**src/rtl/state_receiver.sv**
```systemverilog
// Receiver for the board-to-board player-state SPI link.
// Synchronizes the SPI pins into the pixel domain, then frames, checks and presents each word.
module state_receiver #(
    parameter int unsigned DATA_WIDTH     = 90,
    parameter int unsigned SYNC_STAGES    = 2,
    parameter int unsigned TIMEOUT_CYCLES = 400
) (
    input  logic                  clk_pixel_in,
    input  logic                  rst_n_in,
    input  logic                  data_in,
    input  logic                  data_clk_in,
    input  logic                  sel_in,
    output logic [DATA_WIDTH-2:0] player_data_out,
    output logic                  player_scored_out,
    output logic                  data_valid_out,
    output logic                  frame_error_out
);

    localparam int unsigned CNT_W = $clog2(DATA_WIDTH + 1);
    localparam int unsigned TMO_W = $clog2(TIMEOUT_CYCLES + 1);
    localparam logic [CNT_W-1:0] CNT_FULL = CNT_W'(DATA_WIDTH);
    localparam logic [CNT_W-1:0] CNT_OVR  = CNT_W'(DATA_WIDTH + 1);
    localparam logic [TMO_W-1:0] TMO_MAX  = TMO_W'(TIMEOUT_CYCLES);

    typedef enum logic [1:0] {
        ST_IDLE,
        ST_SHIFT,
        ST_CHECK,
        ST_DRAIN
    } state_e;

    logic [SYNC_STAGES-1:0] sel_sync_q;
    logic [SYNC_STAGES-1:0] clk_sync_q;
    logic [SYNC_STAGES-1:0] dat_sync_q;
    logic                   sel_p_q;
    logic                   clk_p_q;
    logic                   sel_s;
    logic                   clk_s;
    logic                   dat_s;
    logic                   sel_fall;
    logic                   sel_rise;
    logic                   sample;

    state_e                 state_q, state_d;
    logic [DATA_WIDTH-1:0]  shift_q, shift_d;
    logic [CNT_W-1:0]       cnt_q, cnt_d;
    logic [TMO_W-1:0]       tmo_q, tmo_d;
    logic [DATA_WIDTH-2:0]  data_q, data_d;
    logic                   scored_q, scored_d;
    logic                   valid_q, valid_d;
    logic                   err_q, err_d;

    // Synchronizers reset low so a select already asserted at reset release
    // never looks like a fresh falling edge; the FSM parks in DRAIN instead.
    always_ff @(posedge clk_pixel_in or negedge rst_n_in) begin
        if (!rst_n_in) begin
            sel_sync_q <= '0;
            clk_sync_q <= '0;
            dat_sync_q <= '0;
            sel_p_q    <= 1'b0;
            clk_p_q    <= 1'b0;
        end else begin
            sel_sync_q <= {sel_sync_q[SYNC_STAGES-2:0], sel_in};
            clk_sync_q <= {clk_sync_q[SYNC_STAGES-2:0], data_clk_in};
            dat_sync_q <= {dat_sync_q[SYNC_STAGES-2:0], data_in};
            sel_p_q    <= sel_s;
            clk_p_q    <= clk_s;
        end
    end

    assign sel_s    = sel_sync_q[SYNC_STAGES-1];
    assign clk_s    = clk_sync_q[SYNC_STAGES-1];
    assign dat_s    = dat_sync_q[SYNC_STAGES-1];
    assign sel_fall = sel_p_q & ~sel_s;
    assign sel_rise = ~sel_p_q & sel_s;
    assign sample   = clk_s & ~clk_p_q & ~sel_s;

    always_ff @(posedge clk_pixel_in or negedge rst_n_in) begin
        if (!rst_n_in) begin
            state_q  <= ST_DRAIN;
            shift_q  <= '0;
            cnt_q    <= '0;
            tmo_q    <= '0;
            data_q   <= '0;
            scored_q <= 1'b0;
            valid_q  <= 1'b0;
            err_q    <= 1'b0;
        end else begin
            state_q  <= state_d;
            shift_q  <= shift_d;
            cnt_q    <= cnt_d;
            tmo_q    <= tmo_d;
            data_q   <= data_d;
            scored_q <= scored_d;
            valid_q  <= valid_d;
            err_q    <= err_d;
        end
    end

    always_comb begin
        state_d  = state_q;
        shift_d  = shift_q;
        cnt_d    = cnt_q;
        tmo_d    = tmo_q;
        data_d   = data_q;
        scored_d = scored_q;
        valid_d  = 1'b0;
        err_d    = 1'b0;
        unique case (state_q)
            ST_IDLE: begin
                if (sel_fall) begin
                    cnt_d   = '0;
                    tmo_d   = '0;
                    state_d = ST_SHIFT;
                end
            end
            ST_SHIFT: begin
                if (sample) begin
                    shift_d = {shift_q[DATA_WIDTH-2:0], dat_s};
                    // Saturating one past full keeps over-run frames distinguishable.
                    if (cnt_q != CNT_OVR) begin
                        cnt_d = cnt_q + 1'b1;
                    end
                    tmo_d = '0;
                end else if (sel_rise) begin
                    state_d = ST_CHECK;
                end else begin
                    tmo_d = tmo_q + 1'b1;
                    if (tmo_d == TMO_MAX) begin
                        err_d   = 1'b1;
                        state_d = ST_DRAIN;
                    end
                end
            end
            ST_CHECK: begin
                if (cnt_q == CNT_FULL) begin
                    data_d   = shift_q[DATA_WIDTH-1:1];
                    scored_d = shift_q[0];
                    valid_d  = 1'b1;
                end else begin
                    err_d = 1'b1;
                end
                state_d = ST_IDLE;
            end
            ST_DRAIN: begin
                if (sel_s) begin
                    state_d = ST_IDLE;
                end
            end
            default: state_d = ST_DRAIN;
        endcase
    end

    assign player_data_out   = data_q;
    assign player_scored_out = scored_q;
    assign data_valid_out    = valid_q;
    assign frame_error_out   = err_q;

endmodule

```
**config.mk**
```make
export PLATFORM = sky130hd
export DESIGN_NAME = state_receiver
export DESIGN_NICKNAME = d
export VERILOG_FILES = /design/src/rtl/state_receiver.sv
export SDC_FILE = /design/constraint.sdc
export NUM_CORES = 1
export LEC_CHECK = 0
export ABC_CLOCK_PERIOD_IN_PS = 3000
export CELL_PAD_IN_SITES_DETAIL_PLACEMENT = 1
export CELL_PAD_IN_SITES_GLOBAL_PLACEMENT = 2
export CORE_UTILIZATION = 41
export CTS_BUF_LIST = sky130_fd_sc_hd__clkbuf_4
export DETAILED_ROUTE_END_ITERATION = 8
export PLACE_DENSITY = 0.87
export SLEW_MARGIN = 20
export SYNTH_ARGS = -nofsm -noshare
export SYNTH_HDL_FRONTEND = slang
export SYNTH_SLANG_ARGS = --single-unit
```
**constraint.sdc**
```tcl
create_clock -name clk_pixel_in -period 3 [get_ports clk_pixel_in]
set_input_delay 0.3 -clock clk_pixel_in [delete_from_list [all_inputs] [get_ports clk_pixel_in]]
set_output_delay 0.3 -clock clk_pixel_in [all_outputs]
set_load 0.03 [all_outputs]
```
==> results.yml, run 1 <==
sta:
  hold_slack_ps: 116
  rsz0062_at_grt: "false"
  fin_skew_ps: 19.1
  finalCritPeriodShare: 0.803
  drv_slew: 0
  slew_headroom: 0.503
  final-setup-viol-count: 0
  fmax_mhz: 415
  period_needed_ps: 2410
  fin_setup_tns_ps: 0
  hold_viol_final: 0
  tightestPinTransition_ps: 746
logic_synthesis:
  ys_seq_elements: 208
  ys_types: 43
  synth_top_area_frac: 0.629
  ys_top_cells_by_area: "dfrtp_1 63%, nand2_1 13%, mux2_1 12%"
  yosysSeqAreaShare: 0.635
  synth_area_per_cell_um2: 11.4
  syn_inst: 719
  synth_flop_cell: "dfrtp_1"
  synth_edf_count: 0
  async_flop_share: 1.00
  ys.warnings.count: 0
  synth_area_um2: 8200
  synth_fp_nets: 731
  synth_top_cell_by_area: "dfrtp_1"
critical_path:
  cp.required_ps: 3490
  crit_path_end_kind: "register"
  cp_slowest_cell: "dfstp_2"
  start_kind: "register"
  rr_worst_depth: 6
  arrival_ps: 2900
  worst-setup-path-type: "register to register"
  critPathMaxFanout: 14
  crit_path_max_incr_delay_ps: 570
  crit_chain: "ha_1, mux2i_1, a2111oi_4, nand4_1, xor2_1, nor2_1"
job:
  drv_cap: 0
global_routing:
  grt_pass1_wl_um: 30100
  met2_usage: 0.317
  grt_usage: 0.184
  gr-usage-met3: 0.0417
  use_met1: 0.226
  grt_pass1_vias: 6117
  grt_overflow: 0
  grt_max_degree: 92
  busiest_layer: "met2"
  antenna_found_initial: 1
finish:
  area_delta_synth_final_pct: 23.4
  fillers: 2150
  fin_nets: 858
  seq_area_um2: 5210
  layout-drive-gt1-share: 0.112
  instances_no_fill: 1150
  multiInputGateArea_um2: 2790
drt:
  drtAntennaViolNets: 0
  vias_per_cell: 4.88
  wl_per_cell_um: 15.4
  wl_um: 17700
  drcViolationCount: 0
  drt_iter0_drc: 226
  firstDrtPassIters: 4
  vias: 5612
place:
  io_buffers: 96
  dp_hpwl_um: 11400
  gp_congestion: 0.748
  dp.cells: 1054
floorplanning:
  fp.dieW_um: 143
  core.rowCount: 51
  die_y_um: 143
  die-area_um2: 20600
  start_util: 0.420
  core_um2: 19500
  ioPinCount: 97
cts:
  postCtsHoldBufs: 1
  ctsResizeCount: 0
  htreeDepth: 2
  clock_sinks: 208
  cts_buffer_depth: 3
  numCtsBuffers: 54
  post-cts-setup-buffer-count: 0
  clk_pin_slew_worst_paths_ps: 70
  clock_latency_ps: 640
  root_buffer: "clkbuf_4"
  cts_tree: "yes"
pwr:
  switching_power_mw: 1.61
  swShare: 0.269
  power.density_nw_per_um2: 591
  p_int_mw: 4.37
  p_leak_nw: 5.31
  power_frac_seq: 0.498
  p_clk_frac: 0.405
  vdd_drop_max_uv: 323
  pwr-share-comb: 0.097
min_path:
  whs_path_depth: 1
  hp-class: "input pin to register"
outcome:
  status: "complete, no violations"
## state kept, by name (all words and copies together) (netlist names)
| name | cells |
|---|---|
| clk_p_q | 1 |
| clk_sync_q | 2 |
| cnt_q | 7 |
| dat_sync_q | 2 |
| data_valid_out | 1 |
| frame_error_out | 1 |
| player_data_out | 89 |
| player_scored_out | 1 |
| sel_p_q | 1 |
| sel_sync_q | 2 |
| shift_q | 90 |
| state_q | 2 |
| tmo_q | 9 |
## power groups by stage
stage | clock network, mW | registers [mW] | logic [mW]
global placement | 0 | 3.02 | 0.547
floorplan | 0 | 3.00 | 0.385
finish | 2.42 | 2.98 | 0.582
detailed placement | 0 | 3.02 | 0.586
global route | 2.66 | 2.99 | 0.650
CTS | 2.52 | 2.97 | 0.587
## worst max-delay path, delay by kind of cell, from the launching register on
kind	cells	cell delay (ps)
multiplexers	1	310
flip-flops	1	570
adder cells (fa/ha/maj)	1	520
AND/OR/NAND/NOR	2	240
XOR/XNOR	1	160
AO/OA/AOI/OAI	1	470
## placed cells by master, fill, tap and decap left out, types with 3 or more instances in the layout
master / count
clkbuf_4: 80
nand4_1: 6
clkdlybuf4s50_1: 95
xor2_1: 4
nand2b_1: 3
buf_12: 5
dfrtp_1: 206
a21oi_1: 6
mux2_1: 90
nor2_1: 9
clkinv_2: 3
inv_1: 5
ha_1: 7
nand3_1: 9
o21ai_1: 10
nand2_1: 285
clkinv_1: 10
nand4b_1: 3
o21ai_0: 6
## kinds of logic (layout without fill, tap and decap cells)
logic type / count (synthesis) / in the layout / share of synthesized area
compound gates: 36 / 36 / 0.0293
xor+xnor: 5 / 5 / 0.00534
fa+ha+maj: 7 / 7 / 0.0107
buf+inv: 38 / 203 / 0.0281
flops: 208 / 208 / 0.635
mux: 92 / 92 / 0.126
other cells: 0 / 1 / 0
simple gates: 333 / 333 / 0.166
## metal layers
layer,wire length [µm],vias up
met5,0,-
met2,8930,116
met1,7750,2833
li1,-,2636
met4,313,0
met3,693,27
## synthesized netlist by cell type (3+ instances only)
| cell | instances |
|---|---|
| nor2_1 | 9 |
| buf_6 | 9 |
| xor2_1 | 4 |
| nand4b_1 | 3 |
| nand2b_1 | 3 |
| nand4_1 | 6 |
| dfrtp_1 | 206 |
| o21ai_0 | 6 |
| inv_1 | 5 |
| ha_1 | 7 |
| mux2_1 | 90 |
| nand2_1 | 286 |
| a21oi_1 | 6 |
| clkbuf_1 | 7 |
| o21ai_1 | 10 |
| nand3_1 | 10 |
| buf_1 | 3 |
| buf_2 | 13 |
| and2_1 | 3 |
## area by class of cell
| type | count | area share |
|---|---|---|
| antenna | 1 | 0.000247 |
| clock buffer | 80 | 0.0594 |
| clock inverter | 14 | 0.00816 |
| inverter | 5 | 0.00185 |
| multi-input combinational | 473 | 0.275 |
| sequential | 208 | 0.515 |
| tap | 265 | 0.0328 |
| timing repair buffer | 104 | 0.108 |
## per-stage QoR
step	total power [mW]	instance area, µm²	utilization	setup WS [ps]
2_1_floorplan	3.39	8200	-	1120
3_3_place_gp	3.56	9420	0.483	722
3_5_place_dp	3.61	9420	0.483	602
4_1_cts	6.08	10100	0.518	584
5_1_grt	6.29	10100	0.518	454
6_report	5.98	10100	0.518	590
## path summary, 6_finish.rpt
check | endpoint | from | slack [ps]
worst max-delay path | cnt_q[5]$_DFFE_PN0P_ | state_q[0]$_DFFE_PN1P_ | 590
worst min-delay path | sel_sync_q[0]$_DFF_PN0_ | sel_in | 120
worst max register to register | cnt_q[5]$_DFFE_PN0P_ | state_q[0]$_DFFE_PN1P_ | 590
worst min register to register | sel_sync_q[1]$_DFF_PN0_ | sel_sync_q[0]$_DFF_PN0_ | 350
max in group asynchronous | state_q[0]$_DFFE_PN1P_ | rst_n_in | 1850
min in group asynchronous | player_data_out[70]$_DFFE_PN0P_ | rst_n_in | 300
Power figures use the tool's default switching activity.
==> inputs of run 2 (changes only) <==
Settings changed: ABC_CLOCK_PERIOD_IN_PS 3000 to 2150, CORE_UTILIZATION 41 to 35, PLACE_DENSITY 0.87 to 0.79.
Clock period 3 ns to 2.15 ns, I/O delays scaled along.
==> run 2 against run 1 <==
Effect of this change:
- worst hold slack lost 49 ps
- sequential cell count stayed put
- routed wire length up 4.6%
- clock skew increased by 25 ps
- sequential power is 39% higher
- combinational power up 59%
- critical endpoint is now tmo_q[5]$_DFFE_PN0P_
==> results.yml, run 2 (synthesized netlist as in run 1, its figures left out) <==
sta:
  fmax_mhz: 504
  period_needed_ps: 1980
  slew_headroom: 0.621
  drv_slew: 0
  finalCritPeriodShare: 0.922
  rsz0062_at_grt: "false"
  fin_setup_tns_ps: 0
  fin_skew_ps: 43.7
  final-setup-viol-count: 0
  tightestPinTransition_ps: 569
  hold_viol_final: 0
place:
  io_buffers: 96
  dp_hpwl_um: 12200
  dp.cells: 1115
  gp_congestion: 0.759
  place_area_um2: 9620
drt:
  drcViolationCount: 0
  wl_um: 18500
  wl_met2_um: 9380
  met3WireLength_um: 763
  highest_layer: "met4"
  vias_per_cell: 4.69
  drtAntennaViolNets: 0
  drt_iter0_drc: 273
  firstDrtPassIters: 4
  wl_met1_um: 7970
  wl_per_cell_um: 15.2
  vias: 5724
finish:
  stdcell_area_um2: 10400
  area_delta_synth_final_pct: 26.4
  largest_reg_flops: 90
  fillers: 2488
  largest-register: "shift_q"
  fin_nets: 874
  instances_no_fill: 1220
  layout-drive-gt1-share: 0.131
  final_common_cell: "nand2_1"
  final_cell_mix: "285 x nand2_1, 206 x dfrtp_1, 95 x clkdlybuf4s50_1"
cts:
  root_buffer: "clkbuf_4"
  clk_pin_slew_worst_paths_ps: 70
  clock_latency_ps: 650
  numCtsBuffers: 55
  htreeDepth: 2
  clock_sinks: 208
  cts_buffer_depth: 3
  cts_tree: "yes"
pwr:
  vdd_drop_max_uv: 402
  p_leak_nw: 5.41
  power.density_nw_per_um2: 818
global_routing:
  grt_overflow: 0
  antenna_found_initial: 1
  grt_pass1_vias: 6447
  grt_max_degree: 68
  grt_usage: 0.165
  grt_pass1_wl_um: 32300
floorplanning:
  ioPinCount: 97
  start_util: 0.360
  die-area_um2: 24000
  core.rowCount: 55
  fp.dieW_um: 155
  core_um2: 22800
  die_y_um: 155
critical_path:
  worst-r2r-setup-slack_ps: 170
  cp.required_ps: 2700
  r2r-start: "state_q[0]$_DFFE_PN1P_"
  r2r_end: "tmo_q[5]$_DFFE_PN0P_"
  arrival_ps: 2530
  worst-setup-path-type: "register to register"
  start_kind: "register"
  crit_path_end_kind: "register"
  rr_worst_depth: 7
  critPathMaxFanout: 5
min_path:
  hp-class: "input pin to register"
  hold_end: "sel_sync_q[0]$_DFF_PN0_"
  hold_path_startpoint: "sel_in"
  whs_path_depth: 1
job:
  drv_cap: 0
outcome:
  status: "complete, no violations"
==> run 2: cell types whose count changed in the layout (fill, tap and decap cells not counted), sizes merged <==
cell         change
clkinvlp         +1
clkbuf           +6
buf             +13
dlygate4sd3      +2
bufinv           -1
diode            +1
==> run 2: final cells by class <==
| cell class | count | area (µm²) | share of cell area |
|---|---|---|---|
| clock inverters | 14 | 58.8 | 0.00567 |
| diodes | 2 | 5.00 | 0.000483 |
| inverters | 5 | 18.8 | 0.00181 |
| multi-input cells | 473 | 2790 | 0.269 |
| repair buffers | 119 | 1240 | 0.120 |
| flip-flops and latches | 208 | 5210 | 0.502 |
| well taps | 313 | 392 | 0.0378 |
| clock buffers | 86 | 646 | 0.0623 |
==> run 2: worst max-delay path, stage by stage, from the launching register on <==
cell,delay (ps)
dfstp_2,580
inv_1,80
ha_1,270
mux2i_2,230
o21a_1,250
nor2_1,230
nand4_1,120
o21ai_1,140
==> run 2: repair_timing <==
item                                    in CTS  in global routing
endpoints found under the setup margin       0                  6
hold buffers                                 3                  0
gates resized for setup                      0                  2
setup buffers                                0                  0
endpoints found under the hold margin       90                  0
==> run 2: worst max-delay path by stage <==
stage | startpoint | end | slack (ps)
floorplan | state_q[0]$_DFFE_PN1P_ | cnt_q[5]$_DFFE_PN0P_ | 270
global placement | state_q[0]$_DFFE_PN1P_ | cnt_q[5]$_DFFE_PN0P_ | 160
detailed placement | state_q[0]$_DFFE_PN1P_ | cnt_q[5]$_DFFE_PN0P_ | 40
CTS | state_q[0]$_DFFE_PN1P_ | cnt_q[5]$_DFFE_PN0P_ | 50
global route | state_q[1]$_DFFE_PN1P_ | state_q[0]$_DFFE_PN1P_ | 1
finish | state_q[0]$_DFFE_PN1P_ | tmo_q[5]$_DFFE_PN0P_ | 170
==> run 2: per-stage QoR <==
stage                      util  setup slack, ps  hold WS, ps  power [mW]
after global routing      0.455             1.48         35.9        8.98
final                     0.455              167         66.9        8.48
after detailed placement  0.422             37.5          265        5.13
after global placement    0.422              162          256        5.06
after CTS                 0.454             50.9         12.2        8.64
after floorplan               -              266        -80.6        4.72
==> run 2: metal layers <==
| layer | track usage | vias to the layer above |
|---|---|---|
| li1 | - | 2665 |
| met1 | 0.198 | 2917 |
| met2 | 0.289 | 108 |
| met3 | 0.0398 | 34 |
| met4 | 0.0608 | 0 |
| met5 | 0 | - |
==> run 2: power breakdown <==
group          switching (mW)  total, mW  internal, mW
clock                    1.60       3.41          1.81
combinational           0.595      0.923         0.328
sequential              0.118       4.15          4.03
